## config.mk

```make
export PLATFORM = sky130hd
export DESIGN_NAME = chess_clock_flat
export DESIGN_NICKNAME = d
export VERILOG_FILES = /design/src/rtl/chess_clock_if.sv /design/src/rtl/chess_clock.sv /design/src/flat_wrapper.sv
export SDC_FILE = /design/constraint.sdc
export NUM_CORES = 1
export LEC_CHECK = 0
export CAP_MARGIN = 20
export CORE_MARGIN = 10
export CORE_UTILIZATION = 28
export CTS_CLUSTER_DIAMETER = 150
export CTS_CLUSTER_SIZE = 10
export DETAILED_ROUTE_END_ITERATION = 10
export HOLD_SLACK_MARGIN = 0.12
export SYNTH_ARGS = -nofsm -noshare
export SYNTH_HDL_FRONTEND = slang
export SYNTH_SLANG_ARGS = --single-unit
```

## constraint.sdc

```tcl
create_clock -name clk -period 3.64 [get_ports clk]
set_clock_uncertainty 0.1 [all_clocks]
set_input_delay 0.728 -clock clk [delete_from_list [all_inputs] [get_ports clk]]
set_output_delay 0.728 -clock clk [all_outputs]
set_load 0.02 [all_outputs]
```

## src/rtl/chess_clock_if.sv

```systemverilog
// Signal bundle between the chess clock and its surroundings: three raw
// push-buttons in, tick/game status out, plus the FSM state for observation.
interface chess_clock_if;
    // No valid/ready handshake: buttons are asynchronous levels, and every
    // output is a registered level or a one-clk-cycle pulse.
    logic       button1;
    logic       button2;
    logic       start_button;
    logic       clk_one;
    logic       clk_four;
    logic       start;
    logic       game_clear;
    logic       player;
    logic       zero1;
    logic       zero2;
    logic [2:0] timer1;
    logic [2:0] timer2;
    logic       deb_button1;
    logic       deb_button2;
    logic [1:0] fsm_state;

    modport master (
        output button1, button2, start_button,
        input  clk_one, clk_four, start, game_clear, player, zero1, zero2,
        input  timer1, timer2, deb_button1, deb_button2, fsm_state
    );

    modport slave (
        input  button1, button2, start_button,
        output clk_one, clk_four, start, game_clear, player, zero1, zero2,
        output timer1, timer2, deb_button1, deb_button2, fsm_state
    );
endinterface

```

## src/rtl/chess_clock.sv

```systemverilog
// Two-player chess clock: tick divider, button synchronise/debounce, game FSM.
// Optional macro CHESS_CLOCK_INCREMENT_EN adds one unit to the mover's timer on each turn switch.
module chess_clock #(
    parameter int unsigned FOUR_DIV    = 4,
    parameter int unsigned ONE_DIV     = 4,
    parameter int unsigned DEB_SAMPLES = 2,
    parameter logic [2:0]  TIME_INIT   = 3'd7
) (
    input logic          clk,
    input logic          reset,
    chess_clock_if.slave io
);

    localparam int FW = $clog2(FOUR_DIV);
    localparam int OW = $clog2(ONE_DIV);
    localparam int DW = $clog2(DEB_SAMPLES + 1);
    localparam logic [FW-1:0] FOUR_LAST = FW'(FOUR_DIV - 1);
    localparam logic [OW-1:0] ONE_LAST  = OW'(ONE_DIV - 1);
    localparam logic [DW-1:0] DEB_LAST  = DW'(DEB_SAMPLES - 1);

    typedef enum logic [1:0] {
        IDLE = 2'd0,
        RUN  = 2'd1,
        OVER = 2'd2
    } state_t;

    logic [FW-1:0] four_cnt;
    logic [OW-1:0] one_cnt;
    logic          four_tick;
    logic          clk_four_q;
    logic          clk_one_q;

    // four_tick is the edge that raises clk_four; debounce samples on it so a
    // press becomes visible in the same cycle as the clk_four/clk_one pulse.
    assign four_tick = (four_cnt == FOUR_LAST);

    always_ff @(posedge clk) begin
        if (reset) begin
            four_cnt   <= '0;
            one_cnt    <= '0;
            clk_four_q <= 1'b0;
            clk_one_q  <= 1'b0;
        end else begin
            clk_four_q <= four_tick;
            clk_one_q  <= 1'b0;
            if (four_tick) begin
                four_cnt <= '0;
                if (one_cnt == ONE_LAST) begin
                    one_cnt   <= '0;
                    clk_one_q <= 1'b1;
                end else begin
                    one_cnt <= one_cnt + OW'(1);
                end
            end else begin
                four_cnt <= four_cnt + FW'(1);
            end
        end
    end

    // Bit 0 = button1, bit 1 = button2, bit 2 = start_button.
    logic [2:0]    raw;
    logic [2:0]    sync1;
    logic [2:0]    sync2;
    logic [2:0]    deb;
    logic [2:0]    deb_prev;
    logic [2:0]    press;
    logic [DW-1:0] deb_cnt [3];

    assign raw   = {io.start_button, io.button2, io.button1};
    assign press = deb & ~deb_prev;

    always_ff @(posedge clk) begin
        if (reset) begin
            sync1    <= '0;
            sync2    <= '0;
            deb      <= '0;
            deb_prev <= '0;
            for (int i = 0; i < 3; i++) begin
                deb_cnt[i] <= '0;
            end
        end else begin
            sync1    <= raw;
            sync2    <= sync1;
            deb_prev <= deb;
            if (four_tick) begin
                for (int i = 0; i < 3; i++) begin
                    if (sync2[i] == deb[i]) begin
                        deb_cnt[i] <= '0;
                    end else if (deb_cnt[i] == DEB_LAST) begin
                        deb[i]     <= ~deb[i];
                        deb_cnt[i] <= '0;
                    end else begin
                        deb_cnt[i] <= deb_cnt[i] + DW'(1);
                    end
                end
            end
        end
    end

    state_t     state;
    logic [2:0] timer1_q;
    logic [2:0] timer2_q;
    logic       player_q;
    logic       zero1_q;
    logic       zero2_q;
    logic       start_q;
    logic       game_clear_q;

    logic [2:0] cur_time;
    logic [2:0] cur_dec;
    logic [2:0] cur_next;
    logic       hits_zero;
    logic       switch_turn;

    // Everything below concerns only the running player's timer.
    always_comb begin
        cur_time    = player_q ? timer2_q : timer1_q;
        hits_zero   = clk_one_q && (cur_time <= 3'd1);
        cur_dec     = clk_one_q ? (cur_time - 3'd1) : cur_time;
        switch_turn = player_q ? press[1] : press[0];
`ifdef CHESS_CLOCK_INCREMENT_EN
        cur_next = (switch_turn && (cur_dec != 3'd7)) ? (cur_dec + 3'd1) : cur_dec;
`else
        cur_next = cur_dec;
`endif
    end

    always_ff @(posedge clk) begin
        if (reset) begin
            state        <= IDLE;
            timer1_q     <= TIME_INIT;
            timer2_q     <= TIME_INIT;
            player_q     <= 1'b0;
            zero1_q      <= 1'b0;
            zero2_q      <= 1'b0;
            start_q      <= 1'b0;
            game_clear_q <= 1'b0;
        end else begin
            game_clear_q <= 1'b0;
            if (press[2]) begin
                state        <= RUN;
                timer1_q     <= TIME_INIT;
                timer2_q     <= TIME_INIT;
                player_q     <= 1'b0;
                zero1_q      <= 1'b0;
                zero2_q      <= 1'b0;
                start_q      <= 1'b1;
                game_clear_q <= 1'b1;
            end else begin
                case (state)
                    RUN: begin
                        // A timer reaching zero beats a same-cycle turn switch.
                        if (hits_zero) begin
                            state   <= OVER;
                            start_q <= 1'b0;
                            if (player_q) begin
                                timer2_q <= 3'd0;
                                zero2_q  <= 1'b1;
                            end else begin
                                timer1_q <= 3'd0;
                                zero1_q  <= 1'b1;
                            end
                        end else begin
                            if (player_q) begin
                                timer2_q <= cur_next;
                            end else begin
                                timer1_q <= cur_next;
                            end
                            if (switch_turn) begin
                                player_q <= ~player_q;
                            end
                        end
                    end
                    default: begin
                    end
                endcase
            end
        end
    end

    assign io.clk_four    = clk_four_q;
    assign io.clk_one     = clk_one_q;
    assign io.start       = start_q;
    assign io.game_clear  = game_clear_q;
    assign io.player      = player_q;
    assign io.zero1       = zero1_q;
    assign io.zero2       = zero2_q;
    assign io.timer1      = timer1_q;
    assign io.timer2      = timer2_q;
    assign io.deb_button1 = deb[0];
    assign io.deb_button2 = deb[1];
    assign io.fsm_state   = state;

endmodule

```

## src/flat_wrapper.sv

```systemverilog
// flat-port wrapper written by rule: the top's interface ports become plain ports
module chess_clock_flat 
#(
    parameter int unsigned FOUR_DIV    = 4,
    parameter int unsigned ONE_DIV     = 4,
    parameter int unsigned DEB_SAMPLES = 2,
    parameter logic [2:0]  TIME_INIT   = 3'd7
)
  (clk, reset, io_button1, io_button2, io_start_button, io_clk_one, io_clk_four, io_start, io_game_clear, io_player, io_zero1, io_zero2, io_timer1, io_timer2, io_deb_button1, io_deb_button2, io_fsm_state);
  chess_clock_if io_i ();
  input logic clk;
  input logic reset;
  input wire logic [$bits(io_i.button1)-1:0] io_button1;
  input wire logic [$bits(io_i.button2)-1:0] io_button2;
  input wire logic [$bits(io_i.start_button)-1:0] io_start_button;
  output wire logic [$bits(io_i.clk_one)-1:0] io_clk_one;
  output wire logic [$bits(io_i.clk_four)-1:0] io_clk_four;
  output wire logic [$bits(io_i.start)-1:0] io_start;
  output wire logic [$bits(io_i.game_clear)-1:0] io_game_clear;
  output wire logic [$bits(io_i.player)-1:0] io_player;
  output wire logic [$bits(io_i.zero1)-1:0] io_zero1;
  output wire logic [$bits(io_i.zero2)-1:0] io_zero2;
  output wire logic [$bits(io_i.timer1)-1:0] io_timer1;
  output wire logic [$bits(io_i.timer2)-1:0] io_timer2;
  output wire logic [$bits(io_i.deb_button1)-1:0] io_deb_button1;
  output wire logic [$bits(io_i.deb_button2)-1:0] io_deb_button2;
  output wire logic [$bits(io_i.fsm_state)-1:0] io_fsm_state;
  assign io_i.button1 = io_button1;
  assign io_i.button2 = io_button2;
  assign io_i.start_button = io_start_button;
  assign io_clk_one = io_i.clk_one;
  assign io_clk_four = io_i.clk_four;
  assign io_start = io_i.start;
  assign io_game_clear = io_i.game_clear;
  assign io_player = io_i.player;
  assign io_zero1 = io_i.zero1;
  assign io_zero2 = io_i.zero2;
  assign io_timer1 = io_i.timer1;
  assign io_timer2 = io_i.timer2;
  assign io_deb_button1 = io_i.deb_button1;
  assign io_deb_button2 = io_i.deb_button2;
  assign io_fsm_state = io_i.fsm_state;
  chess_clock #(.FOUR_DIV(FOUR_DIV), .ONE_DIV(ONE_DIV), .DEB_SAMPLES(DEB_SAMPLES), .TIME_INIT(TIME_INIT)) u_core (.clk(clk), .reset(reset), .io(io_i));
endmodule
```

# Word-level counts from Yosys, hierarchy flattened

Memories as Yosys holds them, arrays and structs flattened.
Cells that the tools add are included.

Bits in registers: 31
Bits in latches: 0
Bits in writable memories: 6
Memory bits (read-only): 0
Bits of input ports: 5
Output and inout bits: 17
Logic and storage cells: 143
Memories: 1

$add $sub $neg: 6
$mul: 0
Div/mod/pow operators: 0
Order comparisons: 1
Equal/unequal tests: 9
Shift-type cells: 0
Multiplexer cells: 71
Bitwise gates (word level): 20
Reduce and logical (&&, ||, !) cells: 16

Memory list:

| memory         | words | width | rd ports | clocked after Yosys merged registers in | write ports | line              | source |
|---|---|---|---|---|---|---|---|
| u_core.deb_cnt | 3     | 2     | 3        | 0                                       | 3           | chess_clock.sv:67 | `logic [DW-1:0] deb_cnt [3];` |

Operators by type and width:

| operator              | count |
|---|---|
| $mux W1               | 53 |
| $mux W3               | 8 |
| $mux W2               | 10 |
| $reduce_and A3 Y1     | 6 |
| $add A2 B1 Y2 const B | 5 |
| $not A1 Y1            | 9 |
| $or A1 B1 Y1          | 9 |
| $eq A2 B1 Y1 const B  | 4 |
| $reduce_and A2 Y1     | 4 |
| $reduce_or A2 Y1      | 3 |
| $eq A2 B2 Y1 const B  | 2 |
| $reduce_bool A2 Y1    | 2 |
| $and A3 B3 Y3         | 1 |
| $eq A1 B1 Y1          | 3 |
| $le A3 B1 Y1 const B  | 1 |
| $not A3 Y3            | 1 |
| $sub A3 B1 Y3 const B | 1 |
| $logic_and A1 B1 Y1   | 1 |

# Logic depth before layout (Yosys ltp)

Gate-level depths: netlist (run 1).
An unclocked memory read counts as a cell.

Depth in word-level cells: 9
Gate-level depth with buffers: 8
Mapped depth without buffers: 6

# Worst setup path before layout (run 1)

Ideal clock, no wire load.

Path kind: flip-flop to flip-flop
From: register u_core.player_q, in the netlist u_core.io.player
To: register u_core.player_q, in the netlist u_core.io.player
Library setup time: 0.117 ns
Data arrival time: 1.865 ns
Required time: 3.423 ns
Setup slack: 1.558 ns
Stages on the path, launching flop included: 8
Buffers on the path: 1
Clock period less this slack: 2.082 ns
Path through: dfxtp_1 buf_6 mux2i_1 inv_1 ha_1 o311ai_4 nand4b_1 a32o_1

Cells in the longest elaborated chain, start to end: 5
Elaborated cells on any way between the ends: 7

Ends and longest elaborated chain:

| element                     | line               | source |
|---|---|---|
| start: declaration          | chess_clock.sv:103 | `logic player_q;` |
| start signal: assignment    | chess_clock.sv:170 | `player_q <= ~player_q;` |
| $mux W3                     | chess_clock.sv:117 | `cur_time = player_q ? timer2_q : timer1_q;` |
| $le A3 B1 Y1                | chess_clock.sv:118 | `hits_zero = clk_one_q && (cur_time <= 3'd1);` |
| $logic_and A1 B1 Y1         | chess_clock.sv:118 |  |
| $not A1 Y1 (no line)        | n/a                |  |
| $reduce_and A3 Y1 (no line) | n/a                |  |

Several ways; a longest one is shown, not always the timed one.
A chain may end at the register's enable or synchronous reset.

# Final worst setup path (run 1)

Same ends and word-level chain as after synthesis.

==> flow_summary_export.csv, run 1 <==
group,metric,value,unit
logic_synthesis,avgSynthCellArea,9.98,um2
floorplan,die_h,93.4,um
critical_path,start_kind,"flop",
timing,drv_slew,0,
clock_network,clk_latency,0.29,ns
finish,fillers,537,
floorplan,ioPinCount,22,
finish,register_area,781,um2
global_route,grt_pass1_wl,4510,um
critical_path,path_depth,6,
logic_synthesis,netlist_area,1510,um2
critical_path,rrSetupSlack,1.20,ns
floorplan,row_count,26,
critical_path,critPathKind,"flop to flop",
routing,vias,1036,
logic_synthesis,ys_async_sr_fraction,0,%
logic_synthesis,postSynthNetCount,163,
finish,final_nets,186,
timing,setup_slack,1.20,ns
critical_path,crit_start,"u_core.io.player",
logic_synthesis,ys_warn_count,0,
power,cellLeakagePower,0.000733,uW
critical_path,endpoint,"u_core.io.player",
clock_network,ctsHoldBuffers,0,
logic_synthesis,synth-edff-count,6,
critical_path,critPathCaptureType,"flop",
global_route,grt_start_max_net_pins,15,
global_route,grt_pass1_vias,991,
clock_network,post_cts.repair.setup_buffers,0,
timing,hold_violations,0,
routing,routedWlPerCell,11.1,um
placed_design,gp_congestion,0.818,
logic_synthesis,synth_cell_types,29,
clock_network,numCtsBuffers,5,
clock_network,cts_root_buf,"clkbuf_8",
clock_network,path_clk_slew,0.08,ns
placed_design,port_buffers,21,
critical_path,worstPathArrival,2.52,ns
power,pwr-share-comb,4.6,%
floorplan,die_w,93.4,um
critical_path,worstRegToRegCells,6,
timing,fmax,0.410,GHz
power,ir_drop,0.181,mV
min_path,hold_class,"flop to flop",
timing,relSlewSlack,65.8,%
global_route,grt_overflow,0,
power,swShare,21.2,%
logic_synthesis,synth_ff_type,"dfxtp_1",
critical_path,critical-path-top-delay-family,"compound AO/OA/AOI/OAI gates",
critical_path,r2r-end,"u_core.io.player",
floorplan,start_util,29.1,%
critical_path,crit_required,3.72,ns
global_route,grt_usage,6.45,%
timing,fin_tns_setup,0,ns
flow_run,drv_cap,0,
critical_path,r2r_start,"u_core.io.player",
finish,antenna_cells,0,
routing,drt-pass1-iter-count,4,
floorplan,dieArea,8710,um2
clock_network,cts_tree,"done",
status,status,"finished, final reports clean",
finish,area_delta_synth_final,25.2,%
timing,period_minus_slack,2.44,ns
timing,fin_crit_sh,67.0,%
finish,multi_input_area,651,um2
power,p_sw,171,uW
critical_path,cp_num_buf_inv,1,
critical_path,crit_fanout,12,
routing,vias_per_cell,4.23,
power,p_int,636,uW
timing,worst_pin_slew,0.512,ns
power,power_density,428,nW/um2
clock_network,cts.sinks,36,
clock_network,htreeDepth,2,
logic_synthesis,syn_inst,151,
logic_synthesis,synth-seq-cells,36,
placed_design,post-place-ws,1.14,ns
critical_path,path_cells,"mux2i_1, inv_1, ha_1, o311ai_4, nand4b_1, a32o_1",
timing,rsz0062_at_grt,"no",
routing,drc_errors,0,
routing,wirelength,2730,um
finish,drive_gt1_share,9.14,%
placed_design,dp_hpwl,2040,um
clock_network,cts-resized-gates,0,
global_route,antenna_found_initial,0,
routing,antenna_left,0,
timing,setup_viol,0,
logic_synthesis,synth_seq_area_share,51.8,%
power,clkPwrFrac,43.3,%
critical_path,crit_slowest_cell,"dfxtp_1",
power,seq_power_share,52.1,%
critical_path,max_stage_delay,0.60,ns
floorplan,core,5170,um2
routing,drtIter0Drc,34,
clock_network,clk_path_buf_depth,2,
[per-layer routing]
metal | global-route usage, % | up-vias | share of wire [%]
met2 | 10.0 | 22 | 42
met3 | 2.96 | 5 | 7.5
met5 | 0 | - | 0
met4 | 3.08 | 0 | 1.3
li1 | - | 552 | -
met1 | 7.32 | 457 | 49
[power by group through the flow]
stage                     logic (uW)  registers (uW)  clock network, uW
after floorplan                 24.5             429                  0
after global placement          37.5             429                  0
after detailed placement        37.9             430                  0
after CTS                       37.9             420                360
after global routing            42.2             421                373
final                           37.1             420                350
[layout make-up]
type / instances / share of cell area (%)
Tap cell: 70 / 4.64
Inverter: 8 / 1.59
Multi-Input combinational cell: 100 / 34.5
Sequential cell: 36 / 41.4
Clock buffer: 5 / 3.65
Timing Repair Buffer: 23 / 11.9
Clock inverter: 3 / 2.26
[how the worst min path moves through the flow]
stage                                   from  slack [ns]                  to  depth (start not counted)
after floorplan           u_core.four_cnt[0]        0.30  u_core.four_cnt[0]                          1
after global placement    u_core.four_cnt[0]        0.31  u_core.four_cnt[0]                          1
after detailed placement  u_core.four_cnt[0]        0.31  u_core.four_cnt[0]                          1
after CTS                 u_core.four_cnt[0]        0.32  u_core.four_cnt[0]                          1
after global routing         u_core.sync1[0]        0.35     u_core.sync2[0]                          1
final                     u_core.four_cnt[0]        0.32  u_core.four_cnt[0]                          1
[cells in the mapped netlist, types with 6 or more instances]
| cell type | count | area [um2] |
|---|---|---|
| nand3_1 | 13 | 65.1 |
| inv_1 | 8 | 30.0 |
| edfxtp_1 | 6 | 180 |
| nor2b_1 | 10 | 62.6 |
| nor2_1 | 15 | 56.3 |
| ha_1 | 7 | 87.6 |
| dfxtp_1 | 30 | 601 |
| nand2_1 | 15 | 56.3 |
[worst register-to-register path: cells and delay by family (launching register included)]
kind            cells  cell delay [ns]
mux                 1             0.37
buf+inv             1             0.08
simple gates        1             0.16
compound gates      2             0.80
fa+ha+maj           1             0.23
flops               1             0.60
[logic make-up after synthesis]
logic type | after synthesis | share of synthesized area, %
xor+xnor | 5 | 2.91
fa+ha+maj | 7 | 5.81
compound gates | 10 | 5.56
flops | 36 | 51.8
simple gates | 73 | 25.3
buf+inv | 15 | 4.98
mux | 5 | 3.57
[through the flow]
stage	instances	hold WS, ns	total power [uW]	util (%)	area (um2)
after floorplan	151	0.299	454	-	1510
after global placement	237	0.312	467	34.3	1770
after detailed placement	237	0.311	467	34.3	1770
after CTS	245	0.323	818	36.5	1890
after global routing	245	0.351	837	36.5	1890
final	245	0.320	807	36.5	1890
[flip-flops by register name (all words and copies together) (netlist names)]
register,count
u_core.deb,3
u_core.deb_cnt,6
u_core.deb_prev,3
u_core.four_cnt,2
u_core.io.clk_four,1
u_core.io.clk_one,1
u_core.io.fsm_state,1
u_core.io.game_clear,1
u_core.io.player,1
u_core.io.start,1
u_core.io.timer1,3
u_core.io.timer2,3
u_core.io.zero1,1
u_core.io.zero2,1
u_core.one_cnt,2
u_core.sync1,3
u_core.sync2,3
[layout by cell type (no fill, tap or decap), types with 5 or more instances in the layout]
master,instances
clkdlybuf4s50_1,21
ha_1,7
nor2_1,15
dfxtp_1,30
inv_1,8
nand3_1,13
nor2b_1,10
clkbuf_8,5
nand2_1,15
edfxtp_1,6
No activity file was read; power rests on OpenSTA's default activity.
==> run 2, diff against run 1 <==
clock period = 2.43 ns   (was 3.64 ns; I/O delays follow)
==> flow_summary_export.csv, run 2 (synthesized netlist as in run 1, its figures left out) <==
group,metric,value,unit
clock_network,numCtsBuffers,5,
clock_network,cts.sinks,36,
clock_network,post_cts.repair.setup_buffers,0,
clock_network,ctsHoldBuffers,0,
critical_path,worstPathArrival,2.20,ns
timing,rsz0062_at_grt,"no",
floorplan,die_h,93.4,um
power,seq_power_share,58.0,%
finish,multi_input_area,651,um2
floorplan,row_count,26,
critical_path,critPathCaptureType,"flop",
critical_path,crit_fanout,12,
placed_design,dp_hpwl,2020,um
finish,top_register,"u_core.deb_cnt",
global_route,grt_pass1_wl,4670,um
finish,layout_common_cells,"dfxtp_1, clkdlybuf4s50_1, nor2_1, nand2_1, nand3_1",
timing,relSlewSlack,66.7,%
timing,hold_violations,0,
placed_design,port_buffers,21,
floorplan,die_w,93.4,um
routing,wirelength,2620,um
global_route,antenna_found_initial,0,
finish,final_nets,187,
finish,largest_reg_flops,6,
clock_network,clk_path_buf_depth,2,
finish,register_area,781,um2
flow_run,drv_cap,0,
global_route,grtUsageMet2,10.4,%
floorplan,core,5170,um2
floorplan,ioPinCount,22,
global_route,grt_usage,6.75,%
min_path,hold_class,"flop to flop",
power,cellLeakagePower,0.000727,uW
critical_path,start_kind,"flop",
finish,area_delta_synth_final,23.7,%
power,clkPwrFrac,36.9,%
routing,vias_per_cell,4.19,
timing,period_minus_slack,2.12,ns
floorplan,start_util,29.1,%
routing,antenna_left,0,
critical_path,critPathKind,"flop to flop",
clock_network,htreeDepth,2,
global_route,grt_start_max_net_pins,18,
status,status,"finished, final reports clean",
timing,worst_pin_slew,0.496,ns
routing,drtIter0Drc,26,
power,p_sw,235,uW
routing,drc_errors,0,
floorplan,dieArea,8710,um2
clock_network,path_clk_slew,0.07,ns
power,pwr-share-comb,5.0,%
critical_path,crit_required,2.51,ns
power,swShare,21.6,%
power,ir_drop,0.339,mV
power,power_density,583,nW/um2
routing,vias,1031,
finish,final_common_cell,"dfxtp_1",
timing,setup_viol,0,
power,p_int,850,uW
clock_network,cts_tree,"done",
routing,drt-pass1-iter-count,2,
timing,fin_crit_sh,87.4,%
clock_network,cts_root_buf,"clkbuf_8",
placed_design,place_inst,238,
finish,fin_cells,246,
routing,routedWlPerCell,10.7,um
finish,antenna_cells,0,
timing,fin_tns_setup,0,ns
global_route,grt_pass1_vias,1035,
finish,fillers,519,
global_route,use_met3,3.12,%
placed_design,gp_congestion,0.836,
global_route,use_met1,7.33,%
global_route,grt-busiest-layer,"met2",
timing,fmax,0.471,GHz
finish,drive_gt1_share,8.52,%
global_route,grt_overflow,0,
clock_network,clk_latency,0.28,ns
clock_network,cts-resized-gates,0,
timing,drv_slew,0,
-- run 2: changes by cell type in the layout (fill, tap and decap cells not counted) --
cell | before | now
buf_4 | 2 | 3
bufinv_16 | 1 | 0
clkbuf_1 | 0 | 2
clkinvlp_4 | 1 | 0
-- run 2: critical path, cell delays in order (launching register included) --
cell and delay (ns):
dfxtp_1 0.34, mux2i_1 0.32, inv_1 0.08, ha_1 0.23
o311ai_4 0.50, nand4b_1 0.16, a32o_1 0.28
-- run 2: power by group through the flow --
stage                     Clock, uW  Combinational, uW  Sequential (uW)
final                           401               54.8              630
after global routing            441               64.6              632
after CTS                       418               57.0              630
after detailed placement          0               57.0              644
after global placement            0               54.8              643
after floorplan                   0               36.7              643
-- run 2: per-layer routing --
metal | vias to the layer above | part of all wire [%]
li1 | 546 | -
met1 | 459 | 46
met2 | 20 | 44
met3 | 6 | 8.0
met4 | 0 | 2.3
met5 | - | 0
-- run 2: final cells by class --
class                           count  share of cell area, %
Clock buffer                        7                   4.10
Multi-Input combinational cell    100                   34.9
Clock inverter                      1                  0.269
Tap cell                           70                   4.70
Inverter                            8                   1.61
Timing Repair Buffer               24                   12.5
Sequential cell                    36                   41.9
-- run 2: final timing paths --
check | startpoint | to | slack, ns | cells past startpoint
worst max register to register | u_core.io.player | u_core.io.player | 0.31 | 6
worst min register to register | u_core.four_cnt[0] | u_core.four_cnt[0] | 0.32 | 1
worst max-delay path | u_core.io.player | u_core.io.player | 0.31 | 6
worst min-delay path | u_core.four_cnt[0] | u_core.four_cnt[0] | 0.32 | 1
-- run 2: per-stage QoR --
stage          setup slack [ns]  instance area (um2)  hold slack (ns)  util [%]  total power, uW
3_5_place_dp              0.278                 1780            0.316      34.4              701
3_3_place_gp              0.330                 1780            0.311      34.4              698
6_report                  0.305                 1860            0.323      36.0             1090
4_1_cts                   0.283                 1860            0.326      36.0             1100
5_1_grt                   0.148                 1860            0.354      36.0             1140
2_1_floorplan             0.348                 1510            0.299         -              680
